===== src/rtl/utopia_rx_mphy.sv =====
// Multi-PHY Utopia receive controller: round-robin PHY polling, cell framing
// checks and a cell-granular FIFO that feeds the core as a valid/ready word stream.
module utopia_rx_mphy #(
    parameter  int IfWidth   = 8,
    parameter  int NumPhy    = 4,
    parameter  int FifoDepth = 4,
    localparam int AddrW     = (NumPhy > 1) ? $clog2(NumPhy) : 1,
    localparam int CntW      = $clog2(FifoDepth) + 1
) (
    input  logic               clk_in,
    input  logic               reset,
    input  logic [NumPhy-1:0]  phy_clav,
    output logic [AddrW-1:0]   phy_addr,
    output logic               en,
    input  logic [IfWidth-1:0] data,
    input  logic               soc,
    output logic [IfWidth-1:0] out_data,
    output logic               out_soc,
    output logic               out_eoc,
    output logic               out_valid,
    input  logic               out_ready,
    output logic [CntW-1:0]    cell_cnt,
    output logic               err_frame,
    output logic [7:0]         err_cnt
);

    localparam int CellWords = (IfWidth == 16) ? 27 : 53;
    localparam int SlotW     = $clog2(FifoDepth);
    localparam int MemW      = $clog2(FifoDepth * CellWords);
    localparam logic [5:0]      CELL_N    = 6'(CellWords);
    localparam logic [5:0]      CELL_LAST = 6'(CellWords - 1);
    localparam logic [CntW-1:0] FULL_N    = CntW'(FifoDepth);

    typedef enum logic [1:0] {IDLE, RECV, FLUSH} state_t;
    state_t state, state_nxt;

    logic [5:0]         req_cnt, rx_cnt, rd_idx;
    logic [SlotW-1:0]   wr_slot, rd_slot;
    logic [AddrW-1:0]   last_grant, hi_idx, lo_idx, gnt_idx;
    logic               hi_ok, lo_ok, vld_p1;
    logic               grant, word_in, frame_bad, commit, pop, free;
    logic [MemW-1:0]    wr_addr, rd_addr;
    logic [IfWidth-1:0] mem [FifoDepth*CellWords];

    function automatic logic [7:0] sat_inc8(input logic [7:0] v);
        return (v == 8'hFF) ? v : v + 8'd1;
    endfunction

    // Round robin: lowest requester above last_grant, else lowest overall.
    always_comb begin
        hi_ok  = 1'b0;
        lo_ok  = 1'b0;
        hi_idx = '0;
        lo_idx = '0;
        for (int j = NumPhy - 1; j >= 0; j--) begin
            if (phy_clav[j]) begin
                lo_ok  = 1'b1;
                lo_idx = AddrW'(j);
                if (j > int'(last_grant)) begin
                    hi_ok  = 1'b1;
                    hi_idx = AddrW'(j);
                end
            end
        end
    end

    assign gnt_idx   = hi_ok ? hi_idx : lo_idx;
    assign grant     = (state == IDLE) && lo_ok && (cell_cnt < FULL_N);
    assign word_in   = (state == RECV) && vld_p1;
    assign frame_bad = word_in && ((rx_cnt == 6'd0) ? !soc : soc);
    assign commit    = word_in && !frame_bad && (rx_cnt == CELL_LAST);
    assign pop       = out_valid && out_ready;
    assign free      = pop && (rd_idx == CELL_LAST);
    assign wr_addr   = MemW'(int'(wr_slot) * CellWords + int'(rx_cnt));
    assign rd_addr   = MemW'(int'(rd_slot) * CellWords + int'(rd_idx));

    always_ff @(posedge clk_in) begin
        if (reset) state <= IDLE;
        else       state <= state_nxt;
    end

    always_comb begin
        state_nxt = state;
        case (state)
            IDLE:    if (grant) state_nxt = RECV;
            RECV:    if (frame_bad) state_nxt = FLUSH;
                     else if (commit) state_nxt = IDLE;
            FLUSH:   state_nxt = IDLE;
            default: state_nxt = IDLE;
        endcase
    end

    always_comb begin
        en = (state == RECV) && (req_cnt < CELL_N);
    end

    // p1: bus word requested by last cycle's en is on data/soc now.
    always_ff @(posedge clk_in) begin
        if (reset) begin
            vld_p1     <= 1'b0;
            last_grant <= AddrW'(NumPhy - 1);
            phy_addr   <= '0;
            req_cnt    <= '0;
            rx_cnt     <= '0;
            wr_slot    <= '0;
            rd_slot    <= '0;
            rd_idx     <= '0;
            cell_cnt   <= '0;
            err_frame  <= 1'b0;
            err_cnt    <= '0;
        end else begin
            vld_p1    <= en;
            err_frame <= frame_bad;
            if (frame_bad) err_cnt <= sat_inc8(err_cnt);
            if (grant) begin
                phy_addr   <= gnt_idx;
                last_grant <= gnt_idx;
                req_cnt    <= '0;
                rx_cnt     <= '0;
            end else begin
                if (en) req_cnt <= req_cnt + 6'd1;
                if (word_in && !frame_bad) rx_cnt <= rx_cnt + 6'd1;
            end
            if (commit) wr_slot <= wr_slot + 1'b1;
            if (pop) begin
                if (free) begin
                    rd_idx  <= '0;
                    rd_slot <= rd_slot + 1'b1;
                end else begin
                    rd_idx <= rd_idx + 6'd1;
                end
            end
            case ({commit, free})
                2'b10:   cell_cnt <= cell_cnt + CntW'(1);
                2'b01:   cell_cnt <= cell_cnt - CntW'(1);
                default: cell_cnt <= cell_cnt;
            endcase
        end
    end

    always_ff @(posedge clk_in) begin
        if (word_in && !frame_bad) mem[wr_addr] <= data;
    end

    assign out_valid = (cell_cnt != '0);
    assign out_data  = out_valid ? mem[rd_addr] : '0;
    assign out_soc   = out_valid && (rd_idx == 6'd0);
    assign out_eoc   = out_valid && (rd_idx == CELL_LAST);

endmodule


===== config.mk =====
export PLATFORM = sky130hd
export DESIGN_NAME = utopia_rx_mphy
export DESIGN_NICKNAME = d
export VERILOG_FILES = /design/src/rtl/utopia_rx_mphy.sv
export SDC_FILE = /design/constraint.sdc
export NUM_CORES = 1
export LEC_CHECK = 0
export BUFFER_PORTS_ARGS = -buffer_cell sky130_fd_sc_hd__buf_4
export CAP_MARGIN = 10
export CORE_ASPECT_RATIO = 1.1
export CORE_MARGIN = 8
export CORE_UTILIZATION = 45
export DETAILED_ROUTE_END_ITERATION = 8
export GPL_TIMING_DRIVEN = 0
export PLACE_DENSITY = 0.64
export SLEW_MARGIN = 25
export SYNTH_ARGS = -nofsm -noshare
export SYNTH_HDL_FRONTEND = slang
export SYNTH_SLANG_ARGS = --single-unit

===== constraint.sdc =====
create_clock -name clk_in -period 5.16 [get_ports clk_in]
set_clock_uncertainty 0.05 [all_clocks]
set_input_delay 0.516 -clock clk_in [delete_from_list [all_inputs] [get_ports clk_in]]
set_output_delay 0.516 -clock clk_in [all_outputs]
set_load 0.01 [all_outputs]

* After elaboration in Yosys (flattened, before gate mapping) *
Memories as Yosys holds them, arrays and structs flattened.
Index checks and enable logic that the tools add are counted.

storage, ports and cells
  memory bits (writable) = 1696
  bits in registers = 41
  memories = 1

operators by class
  eq/ne operators = 8
  order comparisons = 5
  add/sub/neg operators = 10
  multiply operators = 2
  reduce and logical (&&, ||, !) cells = 22
  bitwise gates (word level) = 1
  mux-type cells = 31

memory list
  name  words  width  read ports  clocked after Yosys merged registers in  write ports  RTL line  RTL
  mem   212    8      1           0                                        1            43        logic [IfWidth-1:0] mem [FifoDepth*CellWords];

operators by type and width
  cell                                                                   count
  2-bit 2-to-1 mux                                                       14
  6-bit by 1-bit adder with 6-bit output, second input constant          3
  8-bit by 6-bit adder with 8-bit output                                 2
  2-bit by 6-bit multiplier with 8-bit output, second input constant     2
  1-bit 2-to-1 mux                                                       13
  6-bit equality test, second input constant                             2
  6-bit logical NOT                                                      2
  1-bit logical AND                                                      11
  8-bit by 1-bit adder with 8-bit output, second input constant          1
  8-bit equality test, second input constant                             1
  8-bit 2-to-1 mux                                                       1
  6-bit < comparator, second input constant                              1
  6-bit 2-to-1 mux                                                       1
  3-bit one-hot mux with 2 select lines                                  1
  2-bit AND reduction                                                    3
  2-bit by 1-bit adder with 2-bit output, second input constant          2
  2-bit by 1-bit equality test with 1-bit output, second input constant  2
  2-bit > comparator, first input constant                               2
  2-bit one-hot mux with 2 select lines                                  1
  3-bit by 1-bit adder with 3-bit output, second input constant          1
  3-bit < comparator, second input constant                              1
  3-bit != test, second input constant                                   1
  3-bit nonzero test                                                     1
  3-bit by 1-bit subtractor with 3-bit output, second input constant     1
  other kinds (8)                                                        9

* Depth between registers and ports, before layout *
  depth after elaboration = 9
  gate-level depth with buffers = 15

* Least setup slack after synthesis *
No wires, ideal clock.

  path type = flip-flop to output port
  from = register rd_slot[1]
  to = output port out_data[0]
  stages on the path, launching flop included = 12
  buffers on the path = 2
  setup slack = 1.159 ns
  arrival = 3.435 ns
  cells stage by stage = dfxtp_1 -> ha_1 -> ha_1 -> inv_1 -> fa_1 -> buf_2 -> clkbuf_1 -> mux4_2 -> mux4_2 -> a2111oi_0 -> nor3_1 -> a211o_1

on the way
  cells in the longest elaborated chain, start to end = 4

RTL lines
  item                                         RTL line  RTL
  start: declaration                           38        logic [SlotW-1:0] wr_slot, rd_slot;
  start signal: assignment                     128       rd_slot <= rd_slot + 1'b1;
  2-bit by 6-bit multiplier with 8-bit output  75        assign rd_addr = MemW'(int'(rd_slot) * CellWords + int'(rd_idx));
  8-bit by 6-bit adder with 8-bit output       75
  memory read 212 x 8 bit                      --
  8-bit 2-to-1 mux                             146       assign out_data = out_valid ? mem[rd_addr] : '0;
  end: declaration                             17        output logic [IfWidth-1:0] out_data,

Every way passes these cells.

* Worst setup path in the final report *
  from = register rd_slot[1]
  to = output port out_data[3]

The elaborated chain is that of the path after synthesis.

==> metrics.md <==
| Metric | Value |
|---|---|
| Outcome | finished, violations left |
| Failing checks | setup timing |
| Min-delay src | reset |
| Worst skew pair latency | 0.80 ns |
| # IOs | 42 |
| Ys async rst share | 0% |
| Seq/Total Area, Yosys | 75.4% |
| CTS Buffer Depth | 3 |
| R2R depth | 11 |
| Hold WS | 0.0584 ns |
| CTS H-tree lvls | 4 |
| Post-synth EDFFs | 1696 |
| Final HPWL DP | 129000 µm |
| Initial antenna violation count | 5 |
| Most common cell after layout, fill and taps aside | edfxtp_1 |
| Synth cell types | 66 |
| Remaining DRCs | 0 |
| YS warnings | 0 |
| Final slew viol count | 0 |
| RR Endpoint | mem[104][1] |
| Inst Count DP | 5381 |
| Chip height | 426 µm |
| Least-Margin Pin Slew | 1.10 ns |
| Final worst slack | -0.113 ns |
| Final antenna-violating net count | 0 |
| Synth Instances | 3347 |
| Post-synth top flop | edfxtp_1 |
| Max_cap viols | 0 |
| Area post-placement | 72000 µm² |
| Synth Cell Area | 68700 µm² |
| Critical path startpoint category | flip-flop |
| Mean Syn Cell Area | 20.5 µm² |
| CP required | 4.59 ns |
| Pre-Repair DR Iteration Count | 6 |
| Initial Utilization | 45.3% |
| Num rows | 150 |
| Largest net degree at the start of global routing | 128 |
| CORE AREA | 152000 µm² |
| CTS tree | yes |
| Detailed Route WL | 196000 µm |
| Via density | 6.23 |
| Rel. slew slack | 26.2% |
| Final setup fails | 6 |
| Post-route minimum period | 5.27 ns |
| Worst-path clk slew | 0.06 ns |
| Routability cong. | 0.958 |
| Crit Path Max Fanout | 10 |
| Finished Layout Cells | 5721 |
| Final period utilization | 102% |
| Fmax | 0.190 GHz |
| I/O Buffers | 40 |
| Die area | 165000 µm² |
| First-pass GRT wire length | 273000 µm |
| Worst EP arrival | 4.71 ns |
| Critical Path End Type | output pin |
| Pwr Total | 0.0277 W |
| Lkg Pwr | 24.6 nW |
| Layout cells sized above 1 | 27.4% |
| GRT Total Usage | 23.4% |
| Avg WL per Cell | 34.2 µm |
| RSZ-0062 raised after global routing | true |
| Syn-to-layout area delta | 15.6% |
| Cell area after layout | 79300 µm² |
| Setup total negative slack | -0.359 ns |
| Syn nets | 3400 |
| Clock sinks | 1737 |
| Vias in the first global route | 35.6k |
| Reg-to-reg slack, setup | 0.20 ns |
| Hold Crit Class | input pin to flip-flop |
| GRT overflow | 0 |
| Root Buffer | clkbuf_16 |
| DIE WIDTH | 388 µm |
| Critical path class | flip-flop to output pin |
| Hold-critical path depth | 2 |
| Most frequent cells in the layout | edfxtp_1, mux4_2, nor2_1 |
| Cts bufs inserted | 168 |
| Via Count | 35.7k |
| Register bit total from synthesis | 1737 |
| Max IR drop VDD | 0.000351 V |
| 1st-iter DRT viols | 5630 |
| Worst r2r src | wr_slot[1] |
| Nets | 3654 |
| Hold Path Sink | vld_p1 |
| PwrDens | 349 nW/µm² |
| Hold Fails Final Rpt | 0 |
where the power goes:
| group | switching [W] | internal (W) |
|---|---|---|
| logic | 0.000258 | 0.0000583 |
| clock network | 0.00536 | 0.00655 |
| registers | 0.00000471 | 0.0155 |
layer usage:
| metal | wire [µm] | global-route usage [%] | share of wire (%) | up-vias |
|---|---|---|---|---|
| li1 | - | - | - | 14354 |
| met1 | 71300 | 29.9 | 36 | 18789 |
| met2 | 93400 | 37.8 | 48 | 2042 |
| met3 | 20000 | 5.58 | 10 | 481 |
| met4 | 11100 | 11.3 | 5.7 | 0 |
| met5 | 0 | 0 | 0 | - |
kinds of logic after synthesis:
family                   after synthesis  share of synthesized area, %
AO/OA/AOI/OAI                        167                          1.79
XOR/XNOR                              36                         0.470
adder cells (fa/ha/maj)               37                         0.729
buffers and inverters                210                          1.54
flip-flops                          1737                          75.4
multiplexers                         538                          16.1
AND/OR/NAND/NOR                      622                          4.00
how the worst max path moves through the flow:
stage	from	end	slack, ns	depth (start not counted)
3_5_place_dp	rd_slot[0]	out_data[0]	-1.52	14
3_3_place_gp	rd_slot[0]	out_data[6]	-2.32	14
5_1_grt	rd_slot[1]	out_data[7]	-0.11	13
2_1_floorplan	rd_slot[1]	out_data[0]	1.16	11
6_report	rd_slot[1]	out_data[3]	-0.11	13
4_1_cts	rd_slot[0]	out_data[3]	-0.08	12
cells in the mapped netlist, drive strengths merged, types with 31 or more instances:
library cell / instances / area [µm²]
a21oi: 31 / 155
buf: 117 / 708
clkbuf: 71 / 267
dfxtp: 41 / 821
edfxtp: 1696 / 50900
ha: 32 / 400
mux2i: 85 / 851
mux4: 452 / 10200
nand2: 140 / 528
nand3: 65 / 325
nand4: 38 / 238
nor2: 280 / 1050
nor3: 43 / 220
cell type report:
type                            instances  area (µm²)
Timing Repair Buffer                   86        1190
Inverter                               22        82.6
Tap cell                             1976        2470
Multi-Input combinational cell       1400       16600
Clock inverter                         94         776
Sequential cell                      1737       51800
Buffer                                186        1930
Antenna cell                            2        5.00
Clock buffer                          218        4480
Fill cell                           11790       72300
metrics by stage:
step | util [%] | setup slack, ns
finish | 52.3 | -0.113
detailed placement | 47.5 | -1.52
global route | 52.3 | -0.110
CTS | 52.1 | -0.0787
floorplan | - | 1.16
global placement | 47.1 | -2.32
what timing repair did:
action / CTS / global route
endpoints found under the setup margin: 8 / 8
setup buffers: 13 / 7
hold endpoints to repair: 3 / 0
pin swaps: 38 / 7
hold buffers: 3 / 0
gates resized for setup: 375 / 53
cloned: 5 / 0
registers in the layout, indices dropped and copies added (netlist names):
register    flops
req_cnt         6
err_cnt         8
rx_cnt          6
last_grant      2
phy_addr        2
err_frame       1
state           2
mem          1696
wr_slot         2
rd_idx          6
cell_cnt        3
vld_p1          1
rd_slot         2
critical path: stages (launching register included):
cell and delay, ns:
dfxtp_4 0.36, ha_4 0.27, ha_4 0.14, inv_2 0.03, fa_2 0.44, xor2_4 0.20, buf_12 0.15, buf_4 0.31
mux2i_1 0.36, mux4_2 0.34, a21boi_0 0.56, nor4b_2 0.18, a211o_4 0.41, buf_6 0.14
Note: power is estimated with default switching activity, not from simulation.
